## config.mk

```make
export PLATFORM = sky130hd
export DESIGN_NAME = aes128_bus_regs
export DESIGN_NICKNAME = d
export VERILOG_FILES = /design/src/rtl/aes128_type_pkg.sv /design/src/rtl/aes128_op_sequencer.sv /design/src/rtl/aes128_bus_regs.sv
export SDC_FILE = /design/constraint.sdc
export NUM_CORES = 1
export LEC_CHECK = 0
export ABC_AREA = 1
export ABC_CLOCK_PERIOD_IN_PS = 14400
export CELL_PAD_IN_SITES_DETAIL_PLACEMENT = 1
export CELL_PAD_IN_SITES_GLOBAL_PLACEMENT = 2
export CORE_UTILIZATION = 28
export CTS_BUF_LIST = sky130_fd_sc_hd__clkbuf_8
export CTS_CLUSTER_DIAMETER = 60
export DETAILED_ROUTE_END_ITERATION = 16
export MAX_ROUTING_LAYER = met4
export PLACE_DENSITY = 0.79
export SLEW_MARGIN = 20
export SYNTH_ARGS = -nofsm -noshare
export SYNTH_HDL_FRONTEND = slang
export SYNTH_SLANG_ARGS = --single-unit
```

## constraint.sdc

```tcl
create_clock -name clk_i -period 14.4 [get_ports clk_i]
set_clock_uncertainty 0.05 [all_clocks]
set_input_delay 2.88 -clock clk_i [delete_from_list [all_inputs] [get_ports clk_i]]
set_output_delay 2.88 -clock clk_i [all_outputs]
set_load 0.02 [all_outputs]
```

## src/rtl/aes128_type_pkg.sv

```systemverilog
// Register map, CTRL/STATUS field positions, OP mode and sequencer state types
// shared by the AES-128 bus register front end and its operation sequencer.
package aes128_type_pkg;

  localparam int unsigned ADDR_W = 4;
  localparam int unsigned WORD_W = 32;
  localparam int unsigned BLK_W  = 128;

  localparam logic [ADDR_W-1:0] ADDR_KEY0    = 4'd0;
  localparam logic [ADDR_W-1:0] ADDR_DATA0   = 4'd4;
  localparam logic [ADDR_W-1:0] ADDR_DATA3   = 4'd7;
  localparam logic [ADDR_W-1:0] ADDR_RESULT0 = 4'd8;
  localparam logic [ADDR_W-1:0] ADDR_CTRL    = 4'd12;
  localparam logic [ADDR_W-1:0] ADDR_STATUS  = 4'd13;
  localparam logic [ADDR_W-1:0] ADDR_CYCLES  = 4'd14;

  localparam int unsigned CTRL_START   = 0;
  localparam int unsigned CTRL_OP_LSB  = 1;
  localparam int unsigned CTRL_CLR_ERR = 3;
  localparam int unsigned CTRL_IRQ_ACK = 4;

  localparam int unsigned ST_IDLE   = 0;
  localparam int unsigned ST_DONE   = 1;
  localparam int unsigned ST_ERR    = 2;
  localparam int unsigned ST_OP_LSB = 3;

  typedef enum logic [1:0] {
    MODE_ENC  = 2'd0,
    MODE_DEC  = 2'd1,
    MODE_RSV2 = 2'd2,
    MODE_RSV3 = 2'd3
  } mode_t;

  typedef enum logic [1:0] {
    SEQ_IDLE = 2'd0,
    SEQ_PEND = 2'd1,
    SEQ_BUSY = 2'd2,
    SEQ_DONE = 2'd3
  } seq_state_t;

endpackage

```

## src/rtl/aes128_op_sequencer.sv

```systemverilog
// Operation sequencer: IDLE/PEND/BUSY/DONE FSM, engine start pulse, result-valid
// rising-edge detect, sticky err, level irq and saturating busy-cycle counter.
module aes128_op_sequencer
  import aes128_type_pkg::*;
#(
  parameter int unsigned CNT_W = 16
) (
  input  logic             clk_i,
  input  logic             rst_i,
  input  logic             start_req,
  input  logic             clr_err,
  input  logic             irq_ack,
  input  logic             aes_ready_i,
  input  logic             aes_valid_i,
  output logic             aes_start_o,
  output logic             irq_o,
  output logic             done,
  output logic             err,
  output logic [CNT_W-1:0] cycles,
  output logic             idle_c,
  output logic             capture_c
);

  localparam logic [CNT_W-1:0] CNT_MAX = '1;

  seq_state_t       state_q, state_d;
  logic             valid_q, valid_d;
  logic             start_d, done_d, err_d, irq_d;
  logic [CNT_W-1:0] cycles_d;

  // State and registered outputs
  always_ff @(posedge clk_i or posedge rst_i) begin
    if (rst_i) begin
      state_q     <= SEQ_IDLE;
      valid_q     <= 1'b0;
      aes_start_o <= 1'b0;
      done        <= 1'b0;
      err         <= 1'b0;
      irq_o       <= 1'b0;
      cycles      <= '0;
    end else begin
      state_q     <= state_d;
      valid_q     <= valid_d;
      aes_start_o <= start_d;
      done        <= done_d;
      err         <= err_d;
      irq_o       <= irq_d;
      cycles      <= cycles_d;
    end
  end

  // Next state; later assignments take priority (start clears, done sets irq over ack)
  always_comb begin
    state_d   = state_q;
    valid_d   = aes_valid_i;
    start_d   = 1'b0;
    done_d    = done;
    err_d     = err;
    irq_d     = irq_o;
    cycles_d  = cycles;
    capture_c = 1'b0;

    if (clr_err) err_d = 1'b0;
    if (irq_ack) irq_d = 1'b0;
    if ((state_q == SEQ_PEND || state_q == SEQ_BUSY) && cycles != CNT_MAX)
      cycles_d = cycles + CNT_W'(1);

    case (state_q)
      SEQ_IDLE, SEQ_DONE: begin
        if (start_req) begin
          state_d  = SEQ_PEND;
          done_d   = 1'b0;
          cycles_d = '0;
        end
      end
      SEQ_PEND: begin
        if (start_req) err_d = 1'b1;
        if (aes_ready_i) begin
          state_d = SEQ_BUSY;
          start_d = 1'b1;
          // A stale valid from the previous op must not look like a rising edge
          valid_d = 1'b1;
        end
      end
      SEQ_BUSY: begin
        if (start_req) err_d = 1'b1;
        if (!valid_q && aes_valid_i) begin
          state_d   = SEQ_DONE;
          done_d    = 1'b1;
          irq_d     = 1'b1;
          capture_c = 1'b1;
        end
      end
      default: state_d = SEQ_IDLE;
    endcase
  end

  assign idle_c = (state_q == SEQ_IDLE) || (state_q == SEQ_DONE);

endmodule

```

## src/rtl/aes128_bus_regs.sv

```systemverilog
// CPU register front end for the AES-128 engine: key/data/result words, CTRL/STATUS/CYCLES.
// Build option AES128_AUTO_START_EN: a DATA3 write in IDLE/DONE starts with the latched OP.
module aes128_bus_regs
  import aes128_type_pkg::*;
#(
  parameter int unsigned CNT_W = 16
) (
  input  logic               clk_i,
  input  logic               rst_i,
  input  logic [ADDR_W-1:0]  addr_i,
  input  logic [WORD_W-1:0]  wdata_i,
  input  logic               we_i,
  input  logic               re_i,
  output logic [WORD_W-1:0]  rdata_o,
  output logic               rvalid_o,
  output logic               irq_o,
  output logic               aes_start_o,
  output logic [1:0]         aes_op_o,
  output logic [BLK_W-1:0]   aes_key_o,
  output logic [BLK_W-1:0]   aes_data_o,
  input  logic [BLK_W-1:0]   aes_result_i,
  input  logic               aes_valid_i,
  input  logic               aes_ready_i
);

  logic [WORD_W-1:0] key_q  [4];
  logic [WORD_W-1:0] data_q [4];
  logic [WORD_W-1:0] res_q  [4];
  mode_t             op_q;

  logic              ctrl_wr_c, data3_wr_c, start_req_c, capture_c, idle_c;
  logic              done, err;
  logic [CNT_W-1:0]  cycles;
  logic [WORD_W-1:0] status_c, rdata_c;

  assign ctrl_wr_c = we_i && (addr_i == ADDR_CTRL);
`ifdef AES128_AUTO_START_EN
  assign data3_wr_c = we_i && (addr_i == ADDR_DATA3);
`else
  assign data3_wr_c = 1'b0;
`endif
  assign start_req_c = (ctrl_wr_c && wdata_i[CTRL_START]) || data3_wr_c;

  aes128_op_sequencer #(.CNT_W(CNT_W)) u_seq (
    .clk_i       (clk_i),
    .rst_i       (rst_i),
    .start_req   (start_req_c),
    .clr_err     (ctrl_wr_c && wdata_i[CTRL_CLR_ERR]),
    .irq_ack     (ctrl_wr_c && wdata_i[CTRL_IRQ_ACK]),
    .aes_ready_i (aes_ready_i),
    .aes_valid_i (aes_valid_i),
    .aes_start_o (aes_start_o),
    .irq_o       (irq_o),
    .done        (done),
    .err         (err),
    .cycles      (cycles),
    .idle_c      (idle_c),
    .capture_c   (capture_c)
  );

  // Register file; KEY/DATA writable in every state, RESULT loaded only by the engine
  always_ff @(posedge clk_i or posedge rst_i) begin
    if (rst_i) begin
      for (int i = 0; i < 4; i++) begin
        key_q[i]  <= '0;
        data_q[i] <= '0;
        res_q[i]  <= '0;
      end
      op_q <= MODE_ENC;
    end else begin
      if (we_i && addr_i[3:2] == ADDR_KEY0[3:2])  key_q[addr_i[1:0]]  <= wdata_i;
      if (we_i && addr_i[3:2] == ADDR_DATA0[3:2]) data_q[addr_i[1:0]] <= wdata_i;
      if (ctrl_wr_c) op_q <= mode_t'(wdata_i[CTRL_OP_LSB +: 2]);
      if (capture_c) begin
        res_q[0] <= aes_result_i[127:96];
        res_q[1] <= aes_result_i[95:64];
        res_q[2] <= aes_result_i[63:32];
        res_q[3] <= aes_result_i[31:0];
      end
    end
  end

  always_comb begin
    status_c                  = '0;
    status_c[ST_IDLE]         = idle_c;
    status_c[ST_DONE]         = done;
    status_c[ST_ERR]          = err;
    status_c[ST_OP_LSB +: 2]  = op_q;
  end

  // Read mux sees pre-write register values, so a same-cycle write+read returns old data
  always_comb begin
    rdata_c = '0;
    if (addr_i[3:2] == ADDR_KEY0[3:2])         rdata_c = key_q[addr_i[1:0]];
    else if (addr_i[3:2] == ADDR_DATA0[3:2])   rdata_c = data_q[addr_i[1:0]];
    else if (addr_i[3:2] == ADDR_RESULT0[3:2]) rdata_c = res_q[addr_i[1:0]];
    else if (addr_i == ADDR_STATUS)            rdata_c = status_c;
    else if (addr_i == ADDR_CYCLES)            rdata_c = WORD_W'(cycles);
  end

  always_ff @(posedge clk_i or posedge rst_i) begin
    if (rst_i) begin
      rdata_o  <= '0;
      rvalid_o <= 1'b0;
    end else begin
      rvalid_o <= re_i;
      if (re_i) rdata_o <= rdata_c;
    end
  end

  assign aes_op_o   = op_q;
  assign aes_key_o  = {key_q[0], key_q[1], key_q[2], key_q[3]};
  assign aes_data_o = {data_q[0], data_q[1], data_q[2], data_q[3]};

endmodule

```

# Word level (Yosys, flattened, before mapping)
# Cells that the tools add are included.
# Widths: inputs -> output; s select.
word_totals:
  inputBits: 170
  word_cells: 97
  ff_bits: 442
op_classes:
  n_reduce_logical: 19
  add_sub_neg: 1
  magnitude_cmp: 2
  n_mux: 40
  n_eq_ne: 12
  bitwise: 1
ops:
  columns: ["cell", "count"]
  rows:
  - ["$mux 32", 10]
  - ["$bwmux 128", 2]
  - ["$bmux 32 s2", 3]
  - ["$mux 16", 5]
  - ["$demux 32 s2", 1]
  - ["$add 16x1->16 const B", 1]
  - ["$ne 16x16->1 const B", 1]
  - ["$mux 1", 14]
  - ["$eq 4x4->1 const B", 3]
  - ["$logic_and 1x1->1", 9]
  - ["$eq 2x2->1 const B", 3]
  - ["$mux 2", 3]
  - ["$ne 2x2->1 const B", 3]
  - ["$pmux 2 s3", 1]
  - ["$reduce_and 3->1", 2]
  - ["$eq 2x1->1 const B", 2]
  - ["$logic_not 2->1", 2]
  - ["$reduce_or 2->1", 2]
  - ["$ge 3x3->1 const B", 1]
  - ["$lt 3x1->1 const B", 1]
  - ["$not 2->3", 1]
  - ["$logic_or 1x1->1", 2]
  - ["$pmux 1 s2", 1]
  - ["$reduce_bool 2->1", 1]
  - ["$logic_not 1->1", 1]

# Depth between registers and ports, before layout
# Gate-level depths: netlist (run 1).
depth:
  ltp_word: 7
  mapped_depth: 10
  mapped_depth_nobuf: 10

# By module
# From an unflattened synthesis (run 1), not the netlist that was laid out.
hier_totals:
  hier_cells: 2298
  hier_area_um2: 19927.9
modules_own_cells:
  columns: ["mod", "cells_each", "seq_area_each_um2", "instances", "area_each_um2"]
  rows:
  - ["aes128_bus_regs", 2115, 10485.1, 1, 18574.1]
  - ["aes128_op_sequencer", 183, 575.6, 1, 1353.8]

# Worst setup path before layout (run 1)
# No wires, ideal clock.
synth_timing:
  path_type: "input -> register"
  from: "in addr_i[2]"
  to: "reg key_q (netlist bit aes_key_o[106])"
  cell_stages: 8
  t_arrival_ps: 3953
  slack_ps: 10266
  n_path_buf: 2
  cell_sequence: "buf_2 nor2_4 inv_1 nor2_4 nand2_2 clkbuf_1 nand2_1 o21ai_0"
synth_via:
  elab_chain_cells: 2
synth_rtl:
  columns: ["element", "line", "text"]
  rows:
  - ["from (decl)", "aes128_bus_regs.sv:10", "input logic [ADDR_W-1:0] addr_i,"]
  - ["$logic_not 2->1", "aes128_bus_regs.sv:71", "if (we_i && addr_i[3:2] == ADDR_KEY0[3:2]) key_q[addr_i[1:0]] <= wdata_i;"]
  - ["$logic_and 1x1->1", "aes128_bus_regs.sv:71", null]
  - ["to (signal, indexed assignment)", "aes128_bus_regs.sv:71", null]
  - ["to (decl)", "aes128_bus_regs.sv:26", "logic [WORD_W-1:0] key_q [4];"]
# Every way passes these cells.
# A chain may end at the register's enable or synchronous reset.

# Worst setup path after layout (run 1)
layout_timing:
  from: "in addr_i[2]"
  to: "reg key_q (netlist bit aes_key_o[23])"
# Same word-level chain as after synthesis.

==> flow_metrics.env, run 1 <==
export IMPL_grt_pass1_vias=18300
export IMPL_drt_first_pass_iters=5
export IMPL_drc_errors=0
export IMPL_io_buffers=462
export IMPL_avgSynthCellArea_sq_um=8.87
export IMPL_status="finished clean"
export IMPL_crit_family="simple AND/OR/NAND/NOR gates"
export IMPL_start_util=0.284
export IMPL_p_comb_frac=0.315
export IMPL_peakVddDrop_v=0.0000569
export IMPL_ys_warn_count=0
export IMPL_rsz0062_at_grt="false"
export IMPL_netlist_instances=2207
export IMPL_synth_compound_area_frac=0.0999
export IMPL_clockBufferDepth=3
export IMPL_grt_overflow=0
export IMPL_numCtsBuffers=85
export IMPL_synth_mux_area_frac=0.0708
export IMPL_grt_pass1_wl_microns=124000
export IMPL_tightest_slew_ns=0.992
export IMPL_yosys_area_share_simple=0.210
export IMPL_grt_max_degree=76
export IMPL_synth_adder_area_share=0.00192
export IMPL_gr_usage_met3=0.0669
export IMPL_cp_cell_sequence="clkdlybuf4s50_1, nor2_4, inv_1, nor2_4, nand2_4, o21ai_0"
export IMPL_post_cts_buffers=0
export IMPL_tns_ns=0
export IMPL_worstSetupPathType="primary input to flip-flop"
export IMPL_path_clk_slew_ns=0.06
export IMPL_synth_seq_area_share=0.565
export IMPL_routed_wl_microns=84200
export IMPL_maxCapViolCount=0
export IMPL_wl_per_cell_microns=23.1
export IMPL_slowest_delay_ns=0.98
export IMPL_drive_gt1_frac=0.108
export IMPL_crit_top_cell="nor2_4"
export IMPL_internal_power_mw=3.01
export IMPL_power_density_nw_per_um2=175
export IMPL_ys_ff_latch=442
export IMPL_die_area_sq_um=70900
export IMPL_synth_top_area_share=0.565
export IMPL_switching_share=0.358
export IMPL_nFillCells=7962
export IMPL_mostFrequentLayoutCells="nand2_1 (691), clkdlybuf4s50_1 (462), dfrtp_1 (442)"
export IMPL_clock_sinks=442
export IMPL_cts_root_buf="clkbuf_8"
export IMPL_power_frac_clock=0.275
export IMPL_num_rows=96
export IMPL_cp_arrival_ns=6.41
export IMPL_yosysTopAreaCell="dfrtp_1"
export IMPL_cp_start_kind="primary input"
export IMPL_syn_nets=2380
export IMPL_synth_top_family_by_area="simple AND/OR/NAND/NOR gates"
export IMPL_min_period_ns=5.89
export IMPL_hold_path_class="flip-flop to flip-flop"
export IMPL_seq_power_share=0.410
export IMPL_cts_tree="yes"
export IMPL_synthesis_area_sq_um=19600
export IMPL_clock_latency_ns=0.66
export IMPL_final_hold_violation_count=0
export IMPL_die_height_microns=266
export IMPL_synthXorXnorAreaFrac=0.00134
export IMPL_p_total_mw=4.68
export IMPL_vias_per_cell=4.81
export IMPL_hpwl_microns=60400
export IMPL_yosys_top_cells_area="dfrtp_1 (57%), nand2_1 (13%), mux2_2 (7.1%), o21ai_0 (4.8%), nor2_1 (3.9%)"
export IMPL_worstPathMaxFanout=64
export IMPL_top_usage_layer="met2"
export IMPL_antenna_found_initial=4
export IMPL_vias=17600
export IMPL_core_sq_um=68800
export IMPL_layout_commonest_cell="nand2_1"
export IMPL_yosysUniqueCellTypes=30
export IMPL_p_switching_mw=1.68
export IMPL_critical_path_required_ns=14.92
export IMPL_period_share=0.409
export IMPL_cts_resized=0
export IMPL_ant_nets=0
export IMPL_syn2layout_area_growth_pct=37.0
export IMPL_grt_use_met1=0.325
export IMPL_die_w_microns=266
export IMPL_drt_iter0_markers=1145
export IMPL_finalSetupViolCount=0
export IMPL_relSlewSlack=0.338
export IMPL_track_usage=0.244
export IMPL_path_buf_inv=2
export IMPL_hold_buffers=0
export IMPL_max_freq_ghz=0.170
export IMPL_final_max_slew_violation_count=0
export IMPL_power_leakage_nw=12.1
export IMPL_cp_slowest_cell="nor2_4"
export IMPL_worstSetupEndpointType="flip-flop"
export IMPL_final_nets=2835
export IMPL_gp_congestion=0.926
export IMPL_h_tree_depth=3
export IMPL_grt_use_met2=0.357
export IMPL_io_pins=463
==> synthesized netlist by cell type <==
cell      number
nand2_1      691
dfrtp_1      442
nor2_1       202
o21ai_0      188
a21oi_1      144
inv_1        124
mux2_2       123
nand4_1       64
buf_2         57
clkbuf_1      55
nand3_1       33
a22oi_1       24
o21ai_1       13
nor2_4         7
buf_1          6
nand2_2        6
a31oi_1        3
ha_1           3
inv_2          3
nand3b_1       3
nor2_2         3
nor3_1         3
xor2_1         3
a21boi_0       1
buf_4          1
nor3b_1        1
o211ai_1       1
o22a_1         1
o22ai_1        1
or2_2          1
==> power by group through the flow <==
| stage | Combinational [mW] | Clock [mW] | Sequential, mW |
|---|---|---|---|
| 2_1_floorplan | 0.577 | 0 | 2.06 |
| 3_3_place_gp | 1.45 | 0 | 1.92 |
| 3_5_place_dp | 1.48 | 0 | 1.94 |
| 4_1_cts | 1.49 | 1.32 | 1.92 |
| 5_1_grt | 1.60 | 1.38 | 1.96 |
| 6_report | 1.48 | 1.29 | 1.92 |
==> area by class of cell <==
cell class	instances	area, sq um	share of cell area
inverters	127	482	0.0180
clock buffers	108	1490	0.0554
diodes	6	15.0	0.000560
multi-input cells	1519	7560	0.282
flip-flops and latches	442	11100	0.413
clock inverters	32	225	0.00840
well taps	931	1160	0.0434
repair buffers	487	4810	0.179
==> cells by family after synthesis <==
group | after synthesis
AND/OR/NAND/NOR | 1014
flip-flops | 442
adder cells (fa/ha/maj) | 3
multiplexers | 123
AO/OA/AOI/OAI | 376
buffers and inverters | 246
XOR/XNOR | 3
==> worst register-to-register path: cells and delay by family, from the launching register on <==
kind,cells,cell delay [ns]
buffers and inverters,2,0.96
AND/OR/NAND/NOR,1,0.70
multiplexers,1,0.48
flip-flops,1,0.38
adder cells (fa/ha/maj),1,0.26
==> final timing paths <==
check | from | endpoint | slack (ns) | depth (start not counted)
max | addr_i[2] | aes_key_o[23] | 8.51 | 6
min in group asynchronous | rst_i | res_q[120] | 2.66 | 2
min | rdata_o[26] | rdata_o[26] | 0.43 | 2
max reg2reg | u_seq.state_q[0] | res_q[20] | 11.46 | 5
min reg2reg | rdata_o[26] | rdata_o[26] | 0.43 | 2
max in group asynchronous | rst_i | res_q[2] | 9.24 | 4
==> stage by stage <==
stage | utilization | instances | area, sq um | setup WS [ns] | hold WS (ns)
after global routing | 0.389 | 3649 | 26800 | 8.35 | 0.450
after global placement | 0.364 | 3506 | 25100 | 7.53 | 0.414
final | 0.390 | 3652 | 26800 | 8.51 | 0.431
after CTS | 0.389 | 3646 | 26800 | 8.50 | 0.434
after floorplan | - | 2207 | 19600 | 5.50 | 0.420
after detailed placement | 0.364 | 3506 | 25100 | 7.77 | 0.417
==> per-layer routing <==
layer / routed length (microns) / part of all wire
met1: 38300 / 0.45
met5: 0 / 0
met2: 37300 / 0.44
met3: 6060 / 0.072
met4: 2660 / 0.032
==> sequential cells by signal, indices dropped and copies added, names as in the netlist, 2 cells and up <==
signal         count
u_seq.state_q      2
aes_data_o       128
aes_op_o           2
aes_key_o        128
res_q            128
rdata_o           32
u_seq.cycles      16
Power figures use the tool's default switching activity.
==> inputs of run 2 (changes only) <==
--- a/config.mk
+++ b/config.mk
@@ -6,15 +6,15 @@
 export NUM_CORES = 1
 export LEC_CHECK = 0
 export ABC_AREA = 1
-export ABC_CLOCK_PERIOD_IN_PS = 14400
+export ABC_CLOCK_PERIOD_IN_PS = 5600
 export CELL_PAD_IN_SITES_DETAIL_PLACEMENT = 1
 export CELL_PAD_IN_SITES_GLOBAL_PLACEMENT = 2
-export CORE_UTILIZATION = 28
+export CORE_UTILIZATION = 31
 export CTS_BUF_LIST = sky130_fd_sc_hd__clkbuf_8
 export CTS_CLUSTER_DIAMETER = 60
 export DETAILED_ROUTE_END_ITERATION = 16
 export MAX_ROUTING_LAYER = met4
-export PLACE_DENSITY = 0.79
+export PLACE_DENSITY = 0.83
 export SLEW_MARGIN = 20
 export SYNTH_ARGS = -nofsm -noshare
 export SYNTH_HDL_FRONTEND = slang
==> constraint.sdc (replaced) <==
create_clock -name clk_i -period 5.6 [get_ports clk_i]
set_clock_uncertainty 0.05 [all_clocks]
set_input_delay 1.12 -clock clk_i [delete_from_list [all_inputs] [get_ports clk_i]]
set_output_delay 1.12 -clock clk_i [all_outputs]
set_load 0.02 [all_outputs]
==> run 2 against run 1 <==
Effect of this change: count of clock-buffer cells in the layout down 13; worst hold slack better by 0.0051 ns; final cell count down 2.4%; critical path depth up 1; clock power up 130%; sequential power rose to 2.6 times the previous value; die area down 9.6%.
==> flow_metrics.env, run 2 (same netlist as run 1, synthesis figures left out) <==
export IMPL_critical_path_required_ns=6.15
export IMPL_final_max_slew_violation_count=0
export IMPL_maxCapViolCount=0
export IMPL_internal_power_mw=7.50
export IMPL_peakVddDrop_v=0.000191
export IMPL_grt_max_degree=156
export IMPL_status="finished clean"
export IMPL_syn2layout_area_growth_pct=36.2
export IMPL_path_clk_slew_ns=0.06
export IMPL_io_pins=463
export IMPL_drc_errors=0
export IMPL_cts_resized=0
export IMPL_vias_per_cell=5.00
export IMPL_clock_sinks=442
export IMPL_period_share=0.651
export IMPL_seq_power_share=0.418
export IMPL_clockBufferDepth=3
export IMPL_grt_overflow=0
export IMPL_io_buffers=462
export IMPL_core_sq_um=62100
export IMPL_post_cts_buffers=0
export IMPL_timing_hold_ws_ns=0.436
export IMPL_min_period_ns=3.64
export IMPL_finalSetupViolCount=0
export IMPL_routed_wl_microns=85500
export IMPL_drive_gt1_frac=0.104
export IMPL_final_hold_violation_count=0
export IMPL_relSlewSlack=0.275
export IMPL_rsz0062_at_grt="false"
export IMPL_hpwl_microns=60900
export IMPL_power_density_nw_per_um2=442
export IMPL_hold_path_class="flip-flop to flip-flop"
export IMPL_die_area_sq_um=64100
export IMPL_mostFrequentLayoutCells="nand2_1 (691), clkdlybuf4s50_1 (462), dfrtp_1 (442)"
export IMPL_clock_latency_ns=0.69
export IMPL_cp_arrival_ns=4.20
export IMPL_max_freq_ghz=0.274
export IMPL_grt_pass1_wl_microns=126000
export IMPL_num_rows=91
export IMPL_worstSetupEndpointType="flip-flop"
export IMPL_track_usage=0.276
export IMPL_fin_area_sq_um=26600
export IMPL_h_tree_depth=3
export IMPL_final_nets=2838
export IMPL_vias=17800
export IMPL_die_height_microns=253
export IMPL_antenna_found_initial=8
export IMPL_cts_root_buf="clkbuf_8"
export IMPL_gp_congestion=0.935
export IMPL_worstSetupPathType="primary input to flip-flop"
export IMPL_cp_start_kind="primary input"
export IMPL_die_w_microns=253
export IMPL_worstPathMaxFanout=41
export IMPL_start_util=0.315
export IMPL_cts_tree="yes"
export IMPL_wl_per_cell_microns=24.0
export IMPL_hold_buffers=0
export IMPL_seqCellArea_sq_um=11100
export IMPL_power_frac_clock=0.257
export IMPL_power_leakage_nw=12.0
export IMPL_layout_commonest_cell="nand2_1"
export IMPL_p_switching_mw=4.28
export IMPL_placed_area_sq_um=25100
export IMPL_switching_share=0.363
export IMPL_nFillCells=7110
export IMPL_tns_ns=0
export IMPL_drt_iter0_markers=1335
export IMPL_tightest_slew_ns=1.09
export IMPL_ant_nets=0
export IMPL_grt_pass1_vias=18700
export IMPL_numCtsBuffers=82
export IMPL_p_comb_frac=0.324
export IMPL_drt_first_pass_iters=5
export IMPL_multi_input_area_sq_um=7540
run 2: metal layers:
metal / up-vias / global-route usage / share of wire
met3: 140 / 0.0703 / 0.071
met4: 0 / 0.0997 / 0.034
met5: - / - / 0
met1: 9029 / 0.377 / 0.46
li1: 8110 / - / -
met2: 552 / 0.394 / 0.43
run 2: path summary, 6_finish.rpt:
kind	startpoint	end	slack [ns]	cells past startpoint
max	addr_i[0]	rdata_o[26]	1.96	7
min	rdata_o[25]	rdata_o[25]	0.44	2
max reg2reg	u_seq.cycles[0]	u_seq.cycles[4]	3.20	9
min reg2reg	rdata_o[25]	rdata_o[25]	0.44	2
max in group asynchronous	rst_i	aes_data_o[1]	3.60	3
min in group asynchronous	rst_i	rdata_o[31]	1.00	3
run 2: per-stage QoR:
step           power, mW  setup slack [ns]   util  cells
4_1_cts             11.9              2.04  0.429   3555
5_1_grt             12.4              1.89  0.429   3562
3_3_place_gp        8.67              1.39  0.404   3418
6_report            11.8              1.96  0.429   3564
3_5_place_dp        8.79              1.32  0.404   3418
2_1_floorplan       6.77             -1.54      -   2207
run 2: critical path, cell delays in order:
cell and delay [ns]:
clkdlybuf4s50_1 0.81, nor2_4 0.72, buf_4 0.63, a22oi_1 0.21
a31oi_1 0.47, nand2_1 0.11, nand2_1 0.08
run 2: layout make-up:
cell class	count	share of cell area
Clock inverter	42	0.00888
Clock buffer	95	0.0491
Inverter	127	0.0181
Tap cell	837	0.0393
Timing Repair Buffer	493	0.186
Sequential cell	442	0.415
Multi-Input combinational cell	1519	0.283
Antenna cell	9	0.000845
run 2: power groups by stage:
stage / Combinational [mW] / Sequential (mW) / Clock (mW)
global route: 4.12 / 5.05 / 3.25
floorplan: 1.48 / 5.29 / 0
global placement: 3.74 / 4.93 / 0
detailed placement: 3.83 / 4.95 / 0
finish: 3.82 / 4.93 / 3.03
CTS: 3.86 / 4.92 / 3.12
==> inputs of run 3 (changes only) <==
--- a/config.mk
+++ b/config.mk
@@ -6,15 +6,15 @@
 export NUM_CORES = 1
 export LEC_CHECK = 0
 export ABC_AREA = 1
-export ABC_CLOCK_PERIOD_IN_PS = 5600
+export ABC_CLOCK_PERIOD_IN_PS = 3350
 export CELL_PAD_IN_SITES_DETAIL_PLACEMENT = 1
 export CELL_PAD_IN_SITES_GLOBAL_PLACEMENT = 2
-export CORE_UTILIZATION = 31
+export CORE_UTILIZATION = 28
 export CTS_BUF_LIST = sky130_fd_sc_hd__clkbuf_8
 export CTS_CLUSTER_DIAMETER = 60
 export DETAILED_ROUTE_END_ITERATION = 16
 export MAX_ROUTING_LAYER = met4
-export PLACE_DENSITY = 0.83
+export PLACE_DENSITY = 0.79
 export SLEW_MARGIN = 20
 export SYNTH_ARGS = -nofsm -noshare
 export SYNTH_HDL_FRONTEND = slang
==> constraint.sdc (replaced) <==
create_clock -name clk_i -period 3.35 [get_ports clk_i]
set_clock_uncertainty 0.05 [all_clocks]
set_input_delay 0.67 -clock clk_i [delete_from_list [all_inputs] [get_ports clk_i]]
set_output_delay 0.67 -clock clk_i [all_outputs]
set_load 0.02 [all_outputs]
==> run 3 against run 2 <==
Effect of this change: total power grew 71%; critical endpoint is now u_seq.state_q[1]; worst hold slack lost 0.14 ns; sequential share of layout area shrank 0.99 points; critical path type unchanged; first-iteration DRC count shrank 9.6%; highest routed layer unchanged; clock power grew 80%; sequential power grew 66%; combinational power grew 70%; final cell count grew 3.5%; critical path depth grew 1; largest cell class unchanged.
==> flow_metrics.env, run 3 (same netlist as run 1, synthesis figures left out) <==
export IMPL_start_util=0.284
export IMPL_grt_pass1_vias=18600
export IMPL_layout_commonest_cell="nand2_1"
export IMPL_top_usage_layer="met2"
export IMPL_grt_pass1_wl_microns=128000
export IMPL_die_height_microns=266
export IMPL_antenna_found_initial=7
export IMPL_grt_use_met2=0.367
export IMPL_worstSetupEndpointType="flip-flop"
export IMPL_numCtsBuffers=84
export IMPL_cts_root_buf="clkbuf_8"
export IMPL_h_tree_depth=3
export IMPL_clockBufferDepth=3
export IMPL_status="finished clean"
export IMPL_routed_wl_microns=85800
export IMPL_vias=18000
export IMPL_min_period_ns=2.60
export IMPL_final_max_slew_violation_count=0
export IMPL_hold_path_class="primary input to asynchronous set/reset pin"
export IMPL_io_buffers=462
export IMPL_grt_use_met1=0.342
export IMPL_power_leakage_nw=12.3
export IMPL_cts_tree="yes"
export IMPL_core_sq_um=68800
export IMPL_grt_max_degree=104
export IMPL_relSlewSlack=0.428
export IMPL_wl_per_cell_microns=23.3
export IMPL_peakVddDrop_v=0.000272
export IMPL_cp_start_kind="primary input"
export IMPL_rsz0062_at_grt="false"
export IMPL_gp_congestion=0.927
export IMPL_finalSetupViolCount=0
export IMPL_die_area_sq_um=70900
export IMPL_critical_path_required_ns=3.80
export IMPL_clock_sinks=442
export IMPL_setup_ws_ns=0.752
export IMPL_multi_input_area_sq_um=7540
export IMPL_num_rows=96
export IMPL_path_clk_slew_ns=0.06
export IMPL_max_freq_ghz=0.385
export IMPL_seqCellArea_sq_um=11100
export IMPL_grt_overflow=0
export IMPL_ant_nets=0
export IMPL_cts_resized=0
export IMPL_cp_arrival_ns=3.05
export IMPL_nFillCells=7927
export IMPL_final_hold_violation_count=0
export IMPL_clock_latency_ns=0.67
export IMPL_tightest_slew_ns=0.858
export IMPL_mostFrequentLayoutCells="nand2_1 (691), clkdlybuf4s50_1 (462), dfrtp_1 (442)"
export IMPL_timing_hold_ws_ns=0.295
export IMPL_vias_per_cell=4.86
export IMPL_io_pins=463
export IMPL_drc_errors=0
export IMPL_die_w_microns=266
export IMPL_syn2layout_area_growth_pct=39.5
export IMPL_worstSetupPathType="primary input to flip-flop"
export IMPL_track_usage=0.249
export IMPL_drive_gt1_frac=0.117
export IMPL_maxCapViolCount=0
export IMPL_final_nets=2862
export IMPL_power_density_nw_per_um2=739
export IMPL_gr_usage_met3=0.0510
export IMPL_hpwl_microns=62200
export IMPL_drt_iter0_markers=1207
export IMPL_drt_first_pass_iters=5
export IMPL_worstPathMaxFanout=7
export IMPL_post_cts_buffers=0
export IMPL_place_ws_ns=0.0851
export IMPL_hold_buffers=0
export IMPL_period_share=0.775
[run 3: changes by cell type in the layout (fill, tap and decap cells not counted), sizes merged]
cell | before | now
clkinv | 2 | 7
inv | 160 | 153
buf | 31 | 53
clkbuf | 95 | 107
[run 3: area by class of cell]
cell class / count / share of cell area
clock inverter: 40 / 0.00871
tap: 931 / 0.0427
clock buffer: 107 / 0.0540
sequential: 442 / 0.405
multi-input combinational: 1519 / 0.276
inverter: 127 / 0.0177
antenna: 9 / 0.000825
timing repair buffer: 515 / 0.195
[run 3: final timing paths]
path / start / end / slack (ns) / cells past startpoint
max: addr_i[2] / u_seq.state_q[1] / 0.75 / 8
min: rst_i / res_q[82] / 0.30 / 2
max reg2reg: u_seq.cycles[0] / u_seq.cycles[5] / 1.18 / 10
min reg2reg: rdata_o[18] / rdata_o[18] / 0.43 / 2
max in group asynchronous: rst_i / res_q[34] / 1.82 / 3
min in group clk_i: rdata_o[18] / rdata_o[18] / 0.43 / 2
[run 3: worst max-delay path, cell delays in order]
cell and delay [ns]:
clkdlybuf4s50_1 0.93, nand2_1 0.16, inv_1 0.24, nand4_1 0.32, a21oi_1 0.32, o21ai_0 0.20, nand2_1 0.09, o21ai_0 0.08
[run 3: stage by stage]
stage	TNS [ns]	utilization	instance area, sq um	power, mW	instances
after global routing	0	0.396	27300	21.2	3687
after floorplan	-1477.70	-	19600	11.3	2207
after CTS	0	0.396	27300	20.4	3681
after detailed placement	0	0.371	25600	14.8	3534
after global placement	0	0.371	25600	14.5	3534
final	0	0.397	27300	20.2	3690
[run 3: power by group]
| group | internal [mW] | switching (mW) | total [mW] |
|---|---|---|---|
| clock | 3.01 | 2.45 | 5.46 |
| sequential | 6.98 | 1.22 | 8.20 |
| combinational | 2.91 | 3.59 | 6.50 |
[run 3: per-layer routing]
metal  up-vias  share of wire
met2       528           0.45
met1      9162           0.46
met5         -              0
met4         0          0.026
li1       8160              -
met3       101          0.063
